$ cat src/rtl/ret_thinge_pkg.sv
// Shared types and constants for the panel UART receive monitors.
package ret_thinge_pkg;

    typedef enum logic [2:0] {
        IDLE,
        START,
        DATA,
        STOP,
        WAIT_HIGH
    } uart_rx_state_t;

    localparam int UART_CLKS_PER_BIT_115200 = 217;
    localparam int UART_BREAK_BITS          = 10;

endpackage

$ cat src/rtl/uart_bit_timer.sv
// Loadable down-counter for UART bit timing; zero marks a sample point.
module uart_bit_timer #(
    parameter int W = 8
) (
    input  logic         clk,
    input  logic         rst,
    input  logic         load,
    input  logic [W-1:0] load_val,
    output logic         zero
);

    logic [W-1:0] cnt;

    // Parks at zero until the next reload so the sample point stays visible.
    always_ff @(posedge clk) begin
        if (rst) begin
            cnt <= '0;
        end else if (load) begin
            cnt <= load_val;
        end else if (cnt != '0) begin
            cnt <= cnt - W'(1);
        end
    end

    assign zero = (cnt == '0);

endmodule

$ cat src/rtl/panel_uart_rx_monitor.sv
// Passive 8N1 UART tap for one panel receive line with byte/error counters.
// Optional break detection is enabled by defining PANEL_UART_BREAK_DET_EN.
module panel_uart_rx_monitor
    import ret_thinge_pkg::*;
#(
    parameter int CLKS_PER_BIT = UART_CLKS_PER_BIT_115200,
    parameter int CNT_W        = 16
) (
    input  logic             clk_i,
    input  logic             rst_i,
    input  logic             rx_i,
    output logic [7:0]       data_o,
    output logic             valid_o,
    input  logic             ready_i,
    output logic [31:0]      byte_cnt_o,
    output logic [CNT_W-1:0] frame_err_cnt_o,
    output logic [CNT_W-1:0] overrun_cnt_o,
    output logic             break_o
);

    localparam int              TW        = $clog2(CLKS_PER_BIT);
    localparam int              HALF      = CLKS_PER_BIT / 2;
    localparam logic [TW-1:0]   HALF_LOAD = TW'(HALF - 1);
    localparam logic [TW-1:0]   FULL_LOAD = TW'(CLKS_PER_BIT - 1);
    localparam logic [CNT_W-1:0] CNT_MAX  = '1;
    localparam logic [CNT_W-1:0] CNT_ONE  = CNT_W'(1);

    logic           rx_meta;
    logic           rx_s;
    uart_rx_state_t state;
    logic [7:0]     shift;
    logic [2:0]     bit_idx;
    logic           timer_load;
    logic [TW-1:0]  timer_val;
    logic           timer_zero;

    // Synchronizer flops reset to the idle level so reset never looks like a start bit.
    always_ff @(posedge clk_i) begin
        if (rst_i) begin
            rx_meta <= 1'b1;
            rx_s    <= 1'b1;
        end else begin
            rx_meta <= rx_i;
            rx_s    <= rx_meta;
        end
    end

    always_comb begin
        timer_load = 1'b0;
        timer_val  = FULL_LOAD;
        case (state)
            IDLE: begin
                timer_load = ~rx_s;
                timer_val  = HALF_LOAD;
            end
            START, DATA: timer_load = timer_zero;
            default: timer_load = 1'b0;
        endcase
    end

    uart_bit_timer #(.W(TW)) u_timer (
        .clk      (clk_i),
        .rst      (rst_i),
        .load     (timer_load),
        .load_val (timer_val),
        .zero     (timer_zero)
    );

    // A transfer and a new load in the same cycle leave valid_o set.
    always_ff @(posedge clk_i) begin
        if (rst_i) begin
            state           <= IDLE;
            shift           <= '0;
            bit_idx         <= '0;
            data_o          <= '0;
            valid_o         <= 1'b0;
            byte_cnt_o      <= '0;
            frame_err_cnt_o <= '0;
            overrun_cnt_o   <= '0;
        end else begin
            if (valid_o && ready_i) begin
                valid_o <= 1'b0;
            end
            case (state)
                IDLE: begin
                    if (!rx_s) begin
                        state <= START;
                    end
                end
                START: begin
                    if (timer_zero) begin
                        if (!rx_s) begin
                            state   <= DATA;
                            bit_idx <= '0;
                        end else begin
                            state <= IDLE;
                        end
                    end
                end
                DATA: begin
                    if (timer_zero) begin
                        shift   <= {rx_s, shift[7:1]};
                        bit_idx <= bit_idx + 3'd1;
                        if (bit_idx == 3'd7) begin
                            state <= STOP;
                        end
                    end
                end
                STOP: begin
                    if (timer_zero) begin
                        if (rx_s) begin
                            byte_cnt_o <= byte_cnt_o + 32'd1;
                            if (!valid_o || ready_i) begin
                                data_o  <= shift;
                                valid_o <= 1'b1;
                            end else if (overrun_cnt_o != CNT_MAX) begin
                                overrun_cnt_o <= overrun_cnt_o + CNT_ONE;
                            end
                            state <= IDLE;
                        end else begin
                            if (frame_err_cnt_o != CNT_MAX) begin
                                frame_err_cnt_o <= frame_err_cnt_o + CNT_ONE;
                            end
                            state <= WAIT_HIGH;
                        end
                    end
                end
                WAIT_HIGH: begin
                    if (rx_s) begin
                        state <= IDLE;
                    end
                end
                default: state <= IDLE;
            endcase
        end
    end

`ifdef PANEL_UART_BREAK_DET_EN
    localparam int            BREAK_LEN = UART_BREAK_BITS * CLKS_PER_BIT;
    localparam int            BW        = $clog2(BREAK_LEN + 1);
    localparam logic [BW-1:0] BRK_LAST  = BW'(BREAK_LEN - 1);
    localparam logic [BW-1:0] BRK_FULL  = BW'(BREAK_LEN);

    logic [BW-1:0] brk_cnt;

    // The failed stop sample counts as the first low cycle of a break.
    always_ff @(posedge clk_i) begin
        if (rst_i) begin
            brk_cnt <= '0;
            break_o <= 1'b0;
        end else if (state == STOP && timer_zero && !rx_s) begin
            brk_cnt <= BW'(1);
        end else if (state == WAIT_HIGH) begin
            if (rx_s) begin
                brk_cnt <= '0;
                break_o <= 1'b0;
            end else begin
                if (brk_cnt != BRK_FULL) begin
                    brk_cnt <= brk_cnt + BW'(1);
                end
                if (brk_cnt >= BRK_LAST) begin
                    break_o <= 1'b1;
                end
            end
        end
    end
`else
    assign break_o = 1'b0;
`endif

endmodule
$ cat config.mk
export PLATFORM = sky130hd
export DESIGN_NAME = panel_uart_rx_monitor
export DESIGN_NICKNAME = d
export VERILOG_FILES = /design/src/rtl/ret_thinge_pkg.sv /design/src/rtl/uart_bit_timer.sv /design/src/rtl/panel_uart_rx_monitor.sv
export SDC_FILE = /design/constraint.sdc
export NUM_CORES = 1
export LEC_CHECK = 0
export CORE_UTILIZATION = 44
export DETAILED_ROUTE_END_ITERATION = 10
export PLACE_DENSITY = 0.69
export SYNTH_ARGS = -nofsm -noshare
export SYNTH_HDL_FRONTEND = slang
export SYNTH_SLANG_ARGS = --single-unit
export TNS_END_PERCENT = 10
$ cat constraint.sdc
create_clock -name clk_i -period 2.7 [get_ports clk_i]
set_input_delay 0.405 -clock clk_i [delete_from_list [all_inputs] [get_ports clk_i]]
set_output_delay 0.405 -clock clk_i [all_outputs]
set_load 0.01 [all_outputs]
==> results.yml <==
power_and_ir_drop:
  post-layout-total-power_mw: 2.97
  combinationalPowerShare: 0.152
  peakVddDrop_mv: 0.265
  p_switching_mw: 0.810
  power_frac_seq: 0.520
  total_leakage_power_nw: 1.79
  swShare: 0.273
  power.internal_mw: 2.16
  power_per_cell_area_nw_per_um2: 529
  clock_power_share: 0.329
sta:
  fin_crit_ns: 2.59
  timing.max_slew.rel_slack: 0.509
  grt_setup_unrepaired: "false"
  worst_slew_pin_slew_ns: 0.730
  fin_worst_hold_slack_ns: 0.417
  hold_viol_final: 0
  clock-skew-final_ns: 0.0103
  clock.fmax_mhz: 386
  final-setup-viol-count: 0
  tns_ns: 0
  post-route-period-util: 0.960
  finalMaxSlewViolations: 0
clocking:
  worst_setup_hold_path_clk_slew_ns: 0.09
  cts_htree_levels: 3
  numClockSinks: 97
  numCtsBuffers: 9
  cts_hold_repair.buffers: 0
  post_cts.repair.setup_buffers: 0
  cts-root-to-sink-buffers: 2
  tritoncts_clock_tree: "built"
  cts.root.buffer_cell: "sky130_fd_sc_hd__clkbuf_8"
  insertion_delay_ns: 0.37
die:
  rows: 36
  die_area_sq_um: 10500
  core_sq_um: 9770
  floorplan.die.height_um: 102
  dieWidth_um: 102
  io_pins: 78
  initial_utilization: 0.455
layout:
  insertedDiodeCount: 0
  final_nets: 608
  area_growth_syn_to_layout_pct: 26.5
  postLayoutCoreUtil: 0.575
  filler_cell_count: 922
  final_layout_size_suffix_gt1_frac: 0.0764
route:
  detail_route.iter0.violations: 139
  drt_wl_total_um: 10200
  via_per_inst: 5.33
  drc: 0
  drtAntennaViolNets: 0
  post_drt_wl_per_cell_um: 13.9
  via_count: 3916
  number_of_iterations_in_the_first_detailed_routing_pass: 4
global_routing:
  grt_antenna_before_repair: 0
  first_global_vias: 3685
  grt_first_pass_wirelength_um: 17100
  pin_count_of_the_biggest_net_entering_global_routing: 36
  overall_overflow_remaining_after_global_route: 0
  groute.usage.overall: 0.204
outcome:
  status: "complete, no violations"
job:
  drv.max_cap_violation_count: 0
placed_design:
  place_hpwl_um: 7260
  port_buffers: 76
  global_placement_routability_congestion: 0.890
yosys:
  ys_seq_elements: 97
  postSynthNetCount: 532
  ys_async_sr_fraction: 0
  synthCells: 521
  mappedNetlistArea_sq_um: 4440
  ys_types: 47
  post_synth_edffs: 0
  yosys_warnings: 0
  synthesis.area_per_instance_sq_um: 8.53
  synth_ff_type: "sky130_fd_sc_hd__dfxtp_1"
  synth_seq_area_share: 0.437
hold_path:
  hold_path_class: "reg2reg"
setup_path:
  worst_setup_path_type: "reg2reg"
  cp_data_arrival_time_ns: 2.89
  crit_path_end_kind: "register"
  critPathMaxFanout: 5
  worstSetupStartpointType: "register"
  cp_slowest_cell: "sky130_fd_sc_hd__or4_4"
  required_ns: 3.00
  critical_path.cell_chain: "inv_2, ha_1, or3b_2, or4_4, or3_4, or3_1, a21oi_1"
  max_stage_delay_ns: 0.54
## sequential cells by signal (all words and copies together), names as in the netlist, 3 cells and up
name,count
data_o,8
byte_cnt_o,32
shift,8
frame_err_cnt_o,16
state,3
u_timer.cnt,8
overrun_cnt_o,16
bit_idx,3
## kinds of logic after synthesis
| logic type | count (synthesis) | share of synthesized area |
|---|---|---|
| buf+inv | 39 | 0.0346 |
| compound gates | 57 | 0.0766 |
| simple gates | 253 | 0.296 |
| flops | 97 | 0.437 |
| other cells | 1 | 0.000844 |
| mux | 10 | 0.0225 |
| fa+ha+maj | 7 | 0.0197 |
| xor+xnor | 57 | 0.112 |
## worst paths after layout
kind | slack (ns) | startpoint | end | depth (start not counted)
max | 0.11 | u_timer.cnt[1] | overrun_cnt_o[10] | 7
max reg2reg | 0.11 | u_timer.cnt[1] | overrun_cnt_o[10] | 7
min reg2reg | 0.42 | rx_meta | rx_s | 1
min | 0.42 | rx_meta | rx_s | 1
## per-layer routing
| layer | track usage | vias to the layer above | routed length, um |
|---|---|---|---|
| met5 | 0 | - | 0 |
| met4 | 0.0758 | 0 | 136 |
| met3 | 0.0349 | 10 | 352 |
| met2 | 0.329 | 71 | 4740 |
| met1 | 0.274 | 1853 | 5020 |
| li1 | - | 1982 | - |
## synth_stat cells (all sizes together), types with 10 or more instances
master | n | area (sq um)
o21ai | 13 | 65.1
dfxtp | 97 | 1940
nand2 | 34 | 128
mux2i | 10 | 100
nor3 | 19 | 95.1
nand4 | 18 | 113
xnor2 | 43 | 377
xor2 | 14 | 123
a21oi | 26 | 130
or3 | 10 | 67.6
nor4 | 19 | 125
nor2 | 74 | 278
clkbuf | 24 | 90.1
nand3 | 33 | 165
inv | 11 | 41.3
## power by group through the flow
stage / clock (mW) / sequential (mW) / combinational [mW]
floorplan: 0 / 1.56 / 0.325
global placement: 0 / 1.57 / 0.434
detailed placement: 0 / 1.57 / 0.446
CTS: 1.00 / 1.54 / 0.446
global route: 1.06 / 1.55 / 0.502
finish: 0.977 / 1.54 / 0.450
## layout by cell type, fill, tap and decap left out, types with 14 or more instances in the layout
master                             n
sky130_fd_sc_hd__nor3_1           18
sky130_fd_sc_hd__nand4_1          18
sky130_fd_sc_hd__nor2_1           74
sky130_fd_sc_hd__dfxtp_1          97
sky130_fd_sc_hd__nand2_1          34
sky130_fd_sc_hd__a21oi_1          26
sky130_fd_sc_hd__nor4_1           17
sky130_fd_sc_hd__nand3_1          33
sky130_fd_sc_hd__xnor2_1          43
sky130_fd_sc_hd__clkdlybuf4s50_1  75
sky130_fd_sc_hd__xor2_1           14
sky130_fd_sc_hd__buf_4            16
## critical path, delay by kind of cell (launching register included)
kind | cells | cell delay [ns]
compound gates | 1 | 0.15
simple gates | 4 | 1.76
fa+ha+maj | 1 | 0.18
flops | 1 | 0.36
buf+inv | 1 | 0.08
## final cells by class
class / count / area [sq um] / area share
multi-input cells: 385 / 2370 / 0.421
flip-flops and latches: 97 / 1940 / 0.346
repair buffers: 93 / 896 / 0.159
well taps: 133 / 166 / 0.0296
clock buffers: 12 / 155 / 0.0276
clock inverters: 4 / 51.3 / 0.00913
inverters: 11 / 41.3 / 0.00735
## through the flow
| step | area, sq um | std cells | worst slack [ns] |
|---|---|---|---|
| floorplan | 4440 | 521 | 0.0464 |
| global placement | 5390 | 719 | 0.189 |
| detailed placement | 5390 | 719 | 0.0708 |
| CTS | 5600 | 735 | 0.0363 |
| global route | 5620 | 735 | 0.0253 |
| finish | 5620 | 735 | 0.107 |
## timing repair
item / CTS / global route
endpoints found under the setup margin: 0 / 8
hold endpoints to repair: 0 / 0
resized for setup: 0 / 5
Note: power is estimated with default switching activity, not from simulation.
==> RTL change 1, RTL diff (config.mk and constraints unchanged) <==
Encoding of `uart_rx_state_t`: now Gray code (3 bits for 5 states).
--- a/src/rtl/ret_thinge_pkg.sv
+++ b/src/rtl/ret_thinge_pkg.sv
@@ -2,11 +2,11 @@
 package ret_thinge_pkg;
 
     typedef enum logic [2:0] {
-        IDLE,
-        START,
-        DATA,
-        STOP,
-        WAIT_HIGH
+        IDLE      = 3'b000,
+        START     = 3'b001,
+        DATA      = 3'b011,
+        STOP      = 3'b010,
+        WAIT_HIGH = 3'b110
     } uart_rx_state_t;
 
     localparam int UART_CLKS_PER_BIT_115200 = 217;
Function: no difference found for any inputs over 10 cycles, from zero or initial values and one cycle with rst_i high; not proved beyond that.
==> RTL change 1 against the unedited design <==
Setup slack improved by 0.15 ns. Utilization fell by 0.44 points. Count of clock-buffer cells in the layout is 2 lower. Wire length grew 2.6%. Power up 6.6%. Synthesized area is 1.5% higher. Critical path depth fell by 2. Die area up 1.5%. Sequential cell count unchanged. Cell area rose by 0.16%. Critical endpoint unchanged.
==> RTL change 1: results (changes against the unedited design) <==
Setup path
  • Crit Path Max Fanout: 6 (+1)
  • Worst path slowest cell: nor3_1
  • Reg2Reg Depth: 5 (-2)
  • Crit-path max cell delay: 0.62 ns (+0.08 ns)
  • Critical path launch point: u_timer.cnt[2]
  • R2r setup slk: 0.26 ns (+0.15 ns)

Drt
  • Iter 0 DRT Violations: 132 (-5.0%)
  • WL/cell: 13.9 µm (-0.50%)
  • Vias: 4048 (+3.4%)

Timing
  • Worst-case hold slack: 0.419 ns (+0.00263 ns)
  • Worst slew margin: 51.8% (+0.97 points)
  • Clock Skew: 0.0126 ns (+0.00236 ns)
  • Fmax: 410 MHz (+6.3%)

GRT
  • First-pass GRT wire length: 17800 µm (+3.9%)
  • Vias in the first global route: 3825 (+3.8%)
  • Tot GR Track Use: 20.9% (+0.48 points)

Yosys
  • Post-synthesis cell type count: 45 (-4.3%)
  • Synth area leaders: dfxtp_1 (43%), xnor2_1 (7.6%), nor2_1 (5.7%), nand2_1 (4.6%), a21oi_1 (4.4%)
  • Commonest cells post-synth: dfxtp_1 (97), nor2_1 (68), nand2_1 (55), a21oi_1 (40), xnor2_1 (39)
  • Mean post-synth cell area: 8.28 µm² (-2.9%)

Pwr
  • IR drop worst, VDD: 301 µV (+14%)
  • LEAKAGE: 1.77 nW (-1.4%)
  • Switch Pwr: 0.966 mW (+19%)

Placement
  • Hpwl dp: 7590 µm (+4.6%)
  • GPL Wtd Cong: 0.846 (-4.9%)
  • Placed Cells: 743 (+3.3%)
  • Worst slack at placement: 0.194 ns (+0.123 ns)
  • DP Area: 5440 µm² (+0.79%)

Final layout
  • Final Non-Filler Cells: 758 (+3.1%)
  • Fin nets: 632 (+3.9%)
  • FILL cells: 913 (-0.98%)
  • Layout cell share with drive strength beyond 1: 7.04% (-0.60 points)

Status
  • Outcome: finished clean
==> RTL change 1: cell types whose count changed in the layout (fill, tap and decap cells not counted), sizes merged, moves of 8 or more <==
cell and change:
nand4 +14, nor3 +11, nand2 +21, nand3 -16, mux2i -8, a21oi +14
==> RTL change 1: worst max-delay path by stage <==
stage	end	cells past startpoint
5_1_grt	shift[4]	5
4_1_cts	byte_cnt_o[28]	7
2_1_floorplan	byte_cnt_o[28]	6
3_3_place_gp	byte_cnt_o[28]	7
6_report	overrun_cnt_o[10]	5
3_5_place_dp	overrun_cnt_o[10]	6
==> RTL change 1: layout make-up <==
| class | instances | area, µm² | area share, % |
|---|---|---|---|
| clock buffers | 10 | 138 | 2.44 |
| flip-flops and latches | 97 | 1940 | 34.5 |
| clock inverters | 5 | 56.3 | 1.00 |
| well taps | 133 | 166 | 2.96 |
| inverters | 12 | 45.0 | 0.800 |
| multi-input cells | 411 | 2420 | 43.0 |
| repair buffers | 90 | 861 | 15.3 |
==> RTL change 1: power groups by stage <==
stage / clock [mW] / sequential [mW] / combinational [mW]
floorplan: 0 / 1.57 / 0.508
global placement: 0 / 1.61 / 0.619
detailed placement: 0 / 1.61 / 0.629
CTS: 0.968 / 1.58 / 0.632
global route: 1.02 / 1.60 / 0.710
finish: 0.946 / 1.59 / 0.635
==> RTL change 1: kinds of logic after synthesis <==
family | synth area share, %
muxes | 0.943
xor gates and xnor gates | 9.90
other | 0.0831
AOI/OAI and AO/OA | 8.13
DFF | 43.0
buffers and inverters | 3.30
and+or+nand+nor | 32.7
adders and majority gates | 1.94
==> RTL change 1: per-layer routing <==
layer,track usage [%],part of all wire (%),vias up
li1,-,-,2080
met1,27.7,49,1872
met2,34.3,46,81
met3,3.76,3.8,15
met4,7.37,1.4,0
met5,0,0,-
==> RTL change 2, RTL diff (same settings) <==
Made on the original files. Add a define of `PANEL_UART_BREAK_DET_EN`.
--- a/src/rtl/panel_uart_rx_monitor.sv
+++ b/src/rtl/panel_uart_rx_monitor.sv
@@ -1,5 +1,7 @@
 // Passive 8N1 UART tap for one panel receive line with byte/error counters.
 // Optional break detection is enabled by defining PANEL_UART_BREAK_DET_EN.
+`define PANEL_UART_BREAK_DET_EN
+
 module panel_uart_rx_monitor
     import ret_thinge_pkg::*;
 #(
Function: no difference found for any inputs over 10 cycles, from zero or initial values and one cycle with rst_i high; that may be too few to reach the edited logic, so the function may still have changed.
==> RTL change 2 against the unedited design <==
Setup slack improved by 0.30 ns. Maximum frequency increased by 13%. Global-route usage decreased by 0.79 points. Sequential power increased by 14%. Sequential cell count increased by 13. Largest cell class unchanged. Critical endpoint is now overrun_cnt_o[12]. Non-clock buffer count unchanged. Utilization decreased by 1.3 points. Die area increased by 16%. Power increased by 20%. Wire length increased by 16%. Synthesized area increased by 17%. Largest power group unchanged. Clock power increased by 31%. Cell area increased by 14%. Final cell count increased by 11%.
==> RTL change 2: results (changes against the unedited design) <==
Status
  • Outcome: finished clean

Clocking
  • Skew-Pair Late Insertion Delay: 0.35 ns (-0.02 ns)
  • Clock Tree Root: clkbuf_16
  • CTS buffer count: 9 (unchanged)

Yosys
  • Commonest cells post-synth: dfxtp_1 (110), nor2_1 (100), xnor2_1 (46), nand2_1 (31), nand4_1 (25)
  • Sequential fraction of the synthesis area: 42.5% (-1.2 points)
  • Post-synthesis cell type count: 52 (+11%)
  • Synth area leaders: dfxtp_1 (43%), xnor2_1 (7.8%), nor2_1 (7.3%), mux2i_1 (4.4%), nand4_1 (3.0%)
  • Synthesized net count: 610 (+15%)
  • Mean post-synth cell area: 8.70 µm² (+2.0%)

Drt
  • Iter 0 DRT Violations: 215 (+55%)
  • Vias: 4469 (+14%)
  • Detailed Route WL: 11900 µm (+16%)
  • DR vias/cell: 5.46 (+2.4%)

Pwr
  • IR drop worst, VDD: 595 µV (+120%)
  • LEAKAGE: 2.17 nW (+21%)

Setup path
  • Crit-path max cell delay: 0.45 ns (-0.09 ns)
  • Worst path slowest cell: or2_1
  • Crit Path Max Fanout: 17 (+12)

Placement
  • Worst slack at placement: 0.218 ns (+0.147 ns)
  • DP Area: 6130 µm² (+14%)
  • Hpwl dp: 8240 µm (+13%)
  • Placed Cells: 803 (+12%)
  • GPL Wtd Cong: 0.773 (-13%)
  • IO Port Bufs: 77 (+1.3%)

GRT
  • Tot GR Track Use: 19.6% (-0.79 points)
  • First-pass GRT wire length: 20100 µm (+18%)
  • Pin count of the biggest net entering global routing: 72 (+100%)
  • Vias in the first global route: 4229 (+15%)

Min path
  • WHS Path Cells: 1 (unchanged)

Final layout
  • Layout cell share with drive strength beyond 1: 7.40% (-0.24 points)
  • Fin nets: 686 (+13%)

Timing
  • Clock Skew: 0.0110 ns (+0.000712 ns)
  • Worst slew margin: 67.2% (+16 points)
RTL change 2: final cells by class:
type / count / area (µm²)
Clock buffer: 10 / 229
Clock inverter: 6 / 53.8
Fill cell: 1066 / 5000
Inverter: 19 / 71.3
Multi-Input combinational cell: 438 / 2780
Sequential cell: 110 / 2200
Tap cell: 143 / 179
Timing Repair Buffer: 93 / 898
RTL change 2: final timing paths:
path | start | to | slack (ns)
hold / removal | rx_meta | rx_s | 0.41
hold reg to reg | rx_meta | rx_s | 0.41
setup reg to reg | u_timer.cnt[0] | overrun_cnt_o[12] | 0.41
setup / recovery | u_timer.cnt[0] | overrun_cnt_o[12] | 0.41
RTL change 2: layer usage:
layer / GRT usage (%) / share of wire, % / vias up
met3: 4.72 / 4.4 / 10
met2: 34.0 / 50 / 97
met5: 0 / 0 / -
met4: 5.51 / 1.0 / 0
met1: 24.1 / 44 / 2130
li1: - / - / 2232
RTL change 2: report_power, final:
group / switching [mW] / leakage, nW / internal (mW)
combinational: 0.300 / 1.14 / 0.235
sequential: 0.0725 / 0.888 / 1.68
clock: 0.632 / 0.141 / 0.646
RTL change 2: worst register-to-register path, cell delays in order (launching register included):
cell,delay (ns)
dfxtp_1,0.34
inv_1,0.11
ha_1,0.20
nor3b_2,0.27
nand4_4,0.19
or2_1,0.46
nor4_1,0.26
mux2_2,0.36
RTL change 2: cell families (layout without fill, tap and decap cells):
family / Yosys count / count (layout) / share of synthesized area [%]
xor gates and xnor gates: 58 / 58 / 9.81
adders and majority gates: 11 / 11 / 2.66
and+or+nand+nor: 289 / 289 / 30.0
DFF: 110 / 110 / 42.5
buffers and inverters: 47 / 128 / 3.77
muxes: 26 / 26 / 5.10
AOI/OAI and AO/OA: 54 / 54 / 6.07
